===== src/rtl/mfp_mac_sym_stream_if.sv =====
`default_nettype none
// ============================================================================
//  Module      : mfp_mac_sym_stream_if
//  Description : Sample stream, coefficient write port and result stream of
//                the streaming symmetric FIR. Optional saturation-flag
//                signals exist only when MFP_MAC_SAT_FLAG_EN is defined.
//  Revision    : 1.0  initial release
// ============================================================================
interface mfp_mac_sym_stream_if #(
    parameter int DATA_W = 8,
    parameter int COEF_W = 8,
    parameter int ARR_L  = 19,
    parameter int CH     = 1
);
    localparam int c_NH     = (ARR_L + 1) / 2;
    localparam int c_ADDR_W = (c_NH > 1) ? $clog2(c_NH) : 1;
    localparam int c_CH_W   = (CH > 1) ? $clog2(CH) : 1;

    logic                in_valid;
    logic [DATA_W-1:0]   in_data;
    logic                coef_we;
    logic [c_ADDR_W-1:0] coef_addr;
    logic [COEF_W-1:0]   coef_data;
    logic                out_valid;
    logic [DATA_W-1:0]   out_data;
    logic [c_CH_W-1:0]   out_ch;
`ifdef MFP_MAC_SAT_FLAG_EN
    logic                sat_clr;
    logic                sat_flag;
`endif

    // Stream source / coefficient writer side
    modport master (
        output in_valid, in_data, coef_we, coef_addr, coef_data,
        input  out_valid, out_data, out_ch
`ifdef MFP_MAC_SAT_FLAG_EN
        , output sat_clr
        , input  sat_flag
`endif
    );

    // Filter side
    modport slave (
        input  in_valid, in_data, coef_we, coef_addr, coef_data,
        output out_valid, out_data, out_ch
`ifdef MFP_MAC_SAT_FLAG_EN
        , input  sat_clr
        , output sat_flag
`endif
    );
endinterface
`default_nettype wire


===== src/rtl/mfp_mac_sym_stream.sv =====
`default_nettype none
// ============================================================================
//  Module      : mfp_mac_sym_stream
//  Description : Streaming symmetric FIR over CH time-interleaved channels.
//                Pre-add of mirrored taps, unsigned-coefficient multiply,
//                full-precision accumulate, round (or floor), shift and
//                saturate. Three-cycle latency from accepted sample to result.
//                Optional sticky saturation flag: MFP_MAC_SAT_FLAG_EN.
//  Revision    : 1.0  initial release
// ============================================================================
module mfp_mac_sym_stream #(
    parameter int DATA_W      = 8,
    parameter int COEF_W      = 8,
    parameter int COEF_FRAC_W = 6,
    parameter int ARR_L       = 19,
    parameter int CH          = 1,
    parameter int IS_UNSIGNED = 1,
    parameter int IS_FLOOR    = 0
) (
    input  logic                 clk,
    input  logic                 rst,
    mfp_mac_sym_stream_if.slave  bus
);
    localparam int c_NH     = (ARR_L + 1) / 2;
    localparam int c_CH_W   = (CH > 1) ? $clog2(CH) : 1;
    localparam int c_WIN_N  = CH * (ARR_L - 1);          // stored history; entry 0 is in_data
    localparam int c_PRE_W  = DATA_W + 2;                // extra bit lets both sample modes share a signed path
    localparam int c_PROD_W = c_PRE_W + COEF_W + 1;
    localparam int c_ACC_W  = DATA_W + 1 + COEF_W + $clog2(c_NH);
    localparam int c_SUM_W  = c_ACC_W + 2;               // headroom for signed form and rounding constant
    localparam int c_MAX_I  = (IS_UNSIGNED != 0) ? (1 << DATA_W) - 1 : (1 << (DATA_W - 1)) - 1;
    localparam int c_MIN_I  = (IS_UNSIGNED != 0) ? 0 : -(1 << (DATA_W - 1));
    localparam logic signed [c_SUM_W-1:0] c_MAX = c_SUM_W'(c_MAX_I);
    localparam logic signed [c_SUM_W-1:0] c_MIN = c_SUM_W'(c_MIN_I);
    localparam logic signed [c_SUM_W-1:0] c_RND =
        c_SUM_W'((IS_FLOOR != 0) ? 0 : (1 << (COEF_FRAC_W - 1)));
    localparam logic [DATA_W-1:0] c_MAX_D  = DATA_W'(c_MAX_I);
    localparam logic [DATA_W-1:0] c_MIN_D  = DATA_W'(c_MIN_I);
    localparam logic [COEF_W-1:0] c_COEF_ONE = COEF_W'(1 << COEF_FRAC_W);

    // Sign- or zero-extend a sample into the shared signed pre-add width
    function automatic logic signed [c_PRE_W-1:0] ext(input logic [DATA_W-1:0] x);
        if (IS_UNSIGNED != 0) ext = {2'b00, x};
        else                  ext = {{2{x[DATA_W-1]}}, x};
    endfunction

    logic [DATA_W-1:0]          r_win [c_WIN_N];
    logic [c_CH_W-1:0]          r_in_ch;
    logic [COEF_W-1:0]          r_coef [c_NH];
    logic [DATA_W-1:0]          w_tap [ARR_L];
    logic signed [c_PRE_W-1:0]  w_pre [c_NH];
    logic signed [c_PRE_W-1:0]  r_pre [c_NH];
    logic                       r_vld1;
    logic [c_CH_W-1:0]          r_ch1;
    logic signed [c_PROD_W-1:0] w_prod [c_NH];
    logic signed [c_PROD_W-1:0] r_prod [c_NH];
    logic                       r_vld2;
    logic [c_CH_W-1:0]          r_ch2;
    logic signed [c_SUM_W-1:0]  w_sum;
    logic signed [c_SUM_W-1:0]  w_shr;
    logic [DATA_W-1:0]          w_sat;
    logic                       r_out_valid;
    logic [DATA_W-1:0]          r_out_data;
    logic [c_CH_W-1:0]          r_out_ch;

    // Sample history: shifts only on accepted samples
    always_ff @(posedge clk) begin
        if (rst) begin
            for (int k = 0; k < c_WIN_N; k++) r_win[k] <= '0;
        end else if (bus.in_valid) begin
            r_win[0] <= bus.in_data;
            for (int k = 1; k < c_WIN_N; k++) r_win[k] <= r_win[k-1];
        end
    end

    // Channel of the incoming sample, wraps CH-1 -> 0
    always_ff @(posedge clk) begin
        if (rst) begin
            r_in_ch <= '0;
        end else if (bus.in_valid) begin
            if (r_in_ch == c_CH_W'(CH - 1)) r_in_ch <= '0;
            else                            r_in_ch <= r_in_ch + c_CH_W'(1);
        end
    end

    // Coefficient table: identity after reset, out-of-range addresses dropped
    always_ff @(posedge clk) begin
        if (rst) begin
            for (int i = 0; i < c_NH; i++) r_coef[i] <= (i == c_NH - 1) ? c_COEF_ONE : '0;
        end else if (bus.coef_we && (int'(bus.coef_addr) < c_NH)) begin
            r_coef[bus.coef_addr] <= bus.coef_data;
        end
    end

    // Taps of the window that includes the sample arriving this cycle
    always_comb begin
        w_tap[0] = bus.in_data;
        for (int j = 1; j < ARR_L; j++) w_tap[j] = r_win[j*CH-1];
        for (int i = 0; i < c_NH - 1; i++) w_pre[i] = ext(w_tap[i]) + ext(w_tap[ARR_L-1-i]);
        w_pre[c_NH-1] = ext(w_tap[c_NH-1]);
    end

    // Stage 1: register mirrored-pair sums with valid and channel tag
    always_ff @(posedge clk) begin
        if (rst) begin
            for (int i = 0; i < c_NH; i++) r_pre[i] <= '0;
            r_vld1 <= 1'b0;
            r_ch1  <= '0;
        end else begin
            for (int i = 0; i < c_NH; i++) r_pre[i] <= w_pre[i];
            r_vld1 <= bus.in_valid;
            r_ch1  <= r_in_ch;
        end
    end

    // Multiply by the coefficient held this cycle (zero-extended, always unsigned)
    always_comb begin
        for (int i = 0; i < c_NH; i++) w_prod[i] = r_pre[i] * $signed({1'b0, r_coef[i]});
    end

    // Stage 2: register products
    always_ff @(posedge clk) begin
        if (rst) begin
            for (int i = 0; i < c_NH; i++) r_prod[i] <= '0;
            r_vld2 <= 1'b0;
            r_ch2  <= '0;
        end else begin
            for (int i = 0; i < c_NH; i++) r_prod[i] <= w_prod[i];
            r_vld2 <= r_vld1;
            r_ch2  <= r_ch1;
        end
    end

    // Full-precision sum with rounding constant, shift, then clamp to output range
    always_comb begin
        w_sum = c_RND;
        for (int i = 0; i < c_NH; i++)
            w_sum = w_sum + $signed({{(c_SUM_W-c_PROD_W){r_prod[i][c_PROD_W-1]}}, r_prod[i]});
        w_shr = w_sum >>> COEF_FRAC_W;
        if (w_shr > c_MAX)      w_sat = c_MAX_D;
        else if (w_shr < c_MIN) w_sat = c_MIN_D;
        else                    w_sat = w_shr[DATA_W-1:0];
    end

    // Stage 3: output register
    always_ff @(posedge clk) begin
        if (rst) begin
            r_out_valid <= 1'b0;
            r_out_data  <= '0;
            r_out_ch    <= '0;
        end else begin
            r_out_valid <= r_vld2;
            r_out_data  <= w_sat;
            r_out_ch    <= r_ch2;
        end
    end

    assign bus.out_valid = r_out_valid;
    assign bus.out_data  = r_out_data;
    assign bus.out_ch    = r_out_ch;

`ifdef MFP_MAC_SAT_FLAG_EN
    logic w_clamp;
    logic r_sat_flag;

    assign w_clamp = (w_shr > c_MAX) || (w_shr < c_MIN);

    // Sticky clamp indicator; a new clamp outranks a clear in the same cycle
    always_ff @(posedge clk) begin
        if (rst)                   r_sat_flag <= 1'b0;
        else if (r_vld2 && w_clamp) r_sat_flag <= 1'b1;
        else if (bus.sat_clr)      r_sat_flag <= 1'b0;
    end

    assign bus.sat_flag = r_sat_flag;
`endif
endmodule
`default_nettype wire


===== src/flat_wrapper.sv =====
// flat-port wrapper written by rule: the top's interface ports become plain ports
module mfp_mac_sym_stream_flat 
#(
    parameter int DATA_W      = 8,
    parameter int COEF_W      = 8,
    parameter int COEF_FRAC_W = 6,
    parameter int ARR_L       = 19,
    parameter int CH          = 1,
    parameter int IS_UNSIGNED = 1,
    parameter int IS_FLOOR    = 0
)
  (clk, rst, bus_in_valid, bus_in_data, bus_coef_we, bus_coef_addr, bus_coef_data, bus_out_valid, bus_out_data, bus_out_ch);
  mfp_mac_sym_stream_if #(.DATA_W(DATA_W), .COEF_W(COEF_W), .ARR_L(ARR_L), .CH(CH)) bus_i ();
  input  logic clk;
  input  logic rst;
  input wire logic [$bits(bus_i.in_valid)-1:0] bus_in_valid;
  input wire logic [$bits(bus_i.in_data)-1:0] bus_in_data;
  input wire logic [$bits(bus_i.coef_we)-1:0] bus_coef_we;
  input wire logic [$bits(bus_i.coef_addr)-1:0] bus_coef_addr;
  input wire logic [$bits(bus_i.coef_data)-1:0] bus_coef_data;
  output wire logic [$bits(bus_i.out_valid)-1:0] bus_out_valid;
  output wire logic [$bits(bus_i.out_data)-1:0] bus_out_data;
  output wire logic [$bits(bus_i.out_ch)-1:0] bus_out_ch;
  assign bus_i.in_valid = bus_in_valid;
  assign bus_i.in_data = bus_in_data;
  assign bus_i.coef_we = bus_coef_we;
  assign bus_i.coef_addr = bus_coef_addr;
  assign bus_i.coef_data = bus_coef_data;
  assign bus_out_valid = bus_i.out_valid;
  assign bus_out_data = bus_i.out_data;
  assign bus_out_ch = bus_i.out_ch;
  mfp_mac_sym_stream #(.DATA_W(DATA_W), .COEF_W(COEF_W), .COEF_FRAC_W(COEF_FRAC_W), .ARR_L(ARR_L), .CH(CH), .IS_UNSIGNED(IS_UNSIGNED), .IS_FLOOR(IS_FLOOR)) u_core (.clk(clk), .rst(rst), .bus(bus_i));
endmodule

===== config.mk =====
export PLATFORM = sky130hd
export DESIGN_NAME = mfp_mac_sym_stream_flat
export DESIGN_NICKNAME = d
export VERILOG_FILES = /design/src/rtl/mfp_mac_sym_stream_if.sv /design/src/rtl/mfp_mac_sym_stream.sv /design/src/flat_wrapper.sv
export SDC_FILE = /design/constraint.sdc
export NUM_CORES = 2
export LEC_CHECK = 0
export BUFFER_PORTS_ARGS = -buffer_cell sky130_fd_sc_hd__clkbuf_2
export CORE_UTILIZATION = 55
export DETAILED_ROUTE_END_ITERATION = 7
export PLACE_DENSITY_LB_ADDON = 0.25
export RECOVER_POWER = 25
export SLEW_MARGIN = 20
export SYNTH_ARGS = -nofsm -noshare
export SYNTH_HDL_FRONTEND = slang
export SYNTH_SLANG_ARGS = --single-unit

===== constraint.sdc =====
create_clock -name clk -period 9.39 [get_ports clk]
set_clock_uncertainty 0.1 [all_clocks]
set_input_delay 1.878 -clock clk [delete_from_list [all_inputs] [get_ports clk]]
set_output_delay 1.878 -clock clk [all_outputs]
set_load 0.02 [all_outputs]

==> impl_metrics.yaml <==
status:
  status: "finished with violations"
  violations: "capacitance limit, slew limit"
critical_path:
  rrSetupSlack_ns: 2.05
  crit_fanout: 8
  slowest_stage: "a2111oi_4"
  path_common_cell: "fa_1"
  r2r_start: "u_core.r_prod[0][1]$_SDFF_PP0_"
  cp-start-kind: "flop"
  required_ns: 9.76
  rr_worst_depth: 27
  cp.arrival_ns: 7.71
  critPathCaptureType: "flop"
  worstSetupPathType: "flop to flop"
  slowest_delay_ns: 0.55
  r2r_end: "u_core.bus.out_data[2]$_SDFF_PP0_"
timing:
  drv_slew: 180
  finalCriticalPeriod_ns: 7.34
  finalCritPeriodShare: 0.782
  setup_ws_ns: 2.05
  rsz0062_at_grt: "false"
  tns_ns: 0
  hold_slack_ns: 0.345
  clock.fmax_mhz: 136
  final-hold-violation-count: 0
  finalSetupViolations: 0
  tightest_slew_ns: 4.07
  max_slew_margin: -1.71
floorplanning:
  die_w_um: 293
  die_area_um2: 85800
  start_util: 0.556
  core_um2: 83700
  rows: 106
  chipHeight_um: 293
  ios: 34
power:
  p_per_area_nw_per_um2: 274
  finalPower_mw: 13.7
  ir_worst_vdd_mv: 0.747
  internal_power_mw: 7.45
  p_clk_frac: 0.170
  switching_power_mw: 6.21
  p_sw_frac: 0.455
  power_frac_seq: 0.216
  cellLeakagePower_nw: 24.5
  combPwrFrac: 0.613
synth:
  synth_async_sr_flop_share: 0
  ys_seq_area_frac: 0.269
  syn_area_um2: 46500
  ys.flop_type: "dfxtp_1"
  yosys_warnings: 0
  synth-edff-count: 224
  syn_nets: 5850
  syn_inst: 4684
  ys_seq_elements: 513
  yosysUniqueCellTypes: 67
  syn_area_per_cell_um2: 9.94
clocking:
  cts_buffers: 55
  clock_sinks: 513
  clock_latency_ns: 0.63
  clock-root-buffer: "clkbuf_16"
  cts_tree: "yes"
  cts_hold_buf: 0
  clk_pin_slew_ns: 0.07
  clock_path_buffers: 3
  post_cts_buffers: 0
  htreeDepth: 2
  post_cts_resized: 0
layout:
  num-fill-cells: 7069
  nNetsFinal: 5868
  fin_util: 0.595
  drive_gt1_frac: 0.0337
  area_growth_pct: 7.05
global_route:
  grtUsageTotal: 0.263
  grt_pass1_vias: 32100
  grt.overflow.total: 0
  grt_pass1_wl_um: 174000
  grt_max_degree: 153
  antenna_found_initial: 7
min_path:
  hold_depth: 1
  min_to: "u_core.bus.out_valid$_SDFF_PP0_"
  min-delay-start: "u_core.r_vld2$_SDFF_PP0_"
  hp-class: "flop to flop"
placement:
  dp_hpwl_um: 86400
  place_ws_ns: 2.09
  place_congestion: 0.884
  portBuffers: 32
job:
  cap_violations: 9
drt:
  viasPerCell: 5.21
  dr_total_vias: 30700
  wl_per_cell_um: 18.3
  first_iter_violations: 1588
  post-route-drc-count: 0
  firstDrtPassIters: 5
  wirelength_um: 107000
  ant_nets: 0
-- synth_stat cells (all sizes together), types with 2 or more instances --
cell | n | area (um^2)
a2111o | 3 | 33.8
a2111oi | 7 | 87.6
a211oi | 7 | 52.6
a21boi | 9 | 67.6
a21o | 52 | 392
a21oi | 147 | 739
a311oi | 4 | 35.0
a31o | 2 | 17.5
a31oi | 21 | 131
a41o | 4 | 40.0
and2 | 588 | 3680
and3 | 8 | 50.1
and3b | 2 | 17.5
buf | 5 | 22.5
clkbuf | 79 | 297
dfxtp | 289 | 5790
edfxtp | 224 | 6730
fa | 573 | 11500
ha | 569 | 7120
inv | 810 | 3040
mux2 | 13 | 146
mux2i | 3 | 30.0
nand2 | 346 | 1300
nand2b | 33 | 206
nand3 | 15 | 75.1
nand3b | 3 | 22.5
nand4 | 2 | 12.5
nor2 | 327 | 1230
nor2b | 121 | 757
nor3 | 68 | 350
nor3b | 7 | 57.6
o211a | 3 | 30.0
o211ai | 4 | 30.0
o21a | 13 | 97.6
o21ai | 84 | 424
o21ba | 3 | 30.0
o21bai | 29 | 218
o31ai | 2 | 15.0
o41ai | 5 | 43.8
or2 | 15 | 93.8
or3 | 19 | 119
xnor2 | 95 | 832
xor2 | 60 | 526
-- how the worst max path moves through the flow --
stage,startpoint,to,slack (ns),cells after the start
finish,u_core.r_prod[0][1]$_SDFF_PP0_,u_core.bus.out_data[2]$_SDFF_PP0_,2.05,27
global route,u_core.r_prod[0][1]$_SDFF_PP0_,u_core.bus.out_data[6]$_SDFF_PP0_,1.68,27
CTS,u_core.r_prod[0][1]$_SDFF_PP0_,u_core.bus.out_data[2]$_SDFF_PP0_,2.02,27
detailed placement,u_core.r_prod[0][1]$_SDFF_PP0_,u_core.bus.out_data[3]$_SDFF_PP0_,2.09,27
global placement,u_core.r_prod[0][1]$_SDFF_PP0_,u_core.bus.out_data[4]$_SDFF_PP0_,2.21,27
floorplan,u_core.r_prod[0][1]$_SDFF_PP0_,u_core.bus.out_data[0]$_SDFF_PP0_,2.77,27
-- stage by stage --
step | area (um^2) | instances
global route | 49800 | 5881
floorplan | 46500 | 4684
detailed placement | 47900 | 5779
global placement | 47900 | 5779
CTS | 49900 | 5881
finish | 49800 | 5883
-- layout by cell type, fill, tap and decap left out, types with 7 or more instances in the layout --
| master | n |
|---|---|
| nor3_1 | 66 |
| o21a_1 | 13 |
| clkbuf_16 | 57 |
| edfxtp_1 | 224 |
| mux2_2 | 13 |
| xor2_1 | 60 |
| a211oi_1 | 7 |
| a21o_1 | 51 |
| nand3_1 | 15 |
| clkbuf_8 | 7 |
| a21oi_1 | 146 |
| inv_1 | 810 |
| nand2b_1 | 33 |
| o21ai_0 | 56 |
| or2_2 | 13 |
| and2_1 | 557 |
| or3_1 | 19 |
| and2_0 | 31 |
| a21boi_0 | 7 |
| dfxtp_1 | 289 |
| ha_1 | 569 |
| clkbuf_1 | 25 |
| clkbuf_2 | 23 |
| nand2_1 | 346 |
| bufinv_16 | 7 |
| nor2b_1 | 120 |
| and3_1 | 8 |
| nor2_1 | 327 |
| a31oi_1 | 21 |
| o21bai_1 | 29 |
| fa_1 | 573 |
| xnor2_1 | 95 |
| o21ai_1 | 27 |
-- layer usage --
metal	wire, um	up-vias	part of all wire	track usage
li1	-	14700	-	-
met5	34	-	0.00032	0
met3	5350	184	0.050	0.0388
met2	50800	644	0.47	0.441
met4	4860	4	0.045	0.106
met1	46400	15100	0.43	0.341
-- kinds of logic after synthesis --
logic type,share of synthesized area
simple gates,0.172
fa+ha+maj,0.399
buf+inv,0.0722
flops,0.269
compound gates,0.0544
xor+xnor,0.0292
mux,0.00379
other cells,0.0000806
-- power groups by stage --
stage          Sequential [mW]  Clock (mW)  Combinational (mW)
3_3_place_gp              3.00           0                8.16
2_1_floorplan             2.83           0                6.34
4_1_cts                   2.96        2.37                8.40
6_report                  2.96        2.33                8.38
5_1_grt                   2.99        2.45                9.57
3_5_place_dp              3.00           0                8.28
-- final cells by class --
| class | count | area (um^2) | share of cell area |
|---|---|---|---|
| inverters | 810 | 3040 | 0.0610 |
| well taps | 1134 | 1420 | 0.0285 |
| diodes | 2 | 5.00 | 0.000100 |
| clock inverters | 29 | 375 | 0.00754 |
| clock buffers | 73 | 1560 | 0.0313 |
| flip-flops and latches | 513 | 12500 | 0.251 |
| multi-input cells | 3277 | 30700 | 0.616 |
| repair buffers | 45 | 228 | 0.00457 |
-- state kept, by name (all words and copies together) (netlist names) --
register              cells
u_core.bus.out_valid      1
u_core.bus.out_data       8
u_core.r_vld2             1
u_core.r_prod           189
u_core.r_win            144
u_core.r_vld1             1
u_core.r_coef            80
u_core.r_pre             89
-- worst max-delay path, delay by kind of cell (launching register included) --
kind,cells,cell delay (ns)
flip-flops,1,0.31
buffers and inverters,3,0.16
AO/OA/AOI/OAI,10,2.19
adder cells (fa/ha/maj),8,3.20
AND/OR/NAND/NOR,6,1.22
(Power assumes the default switching activity.)
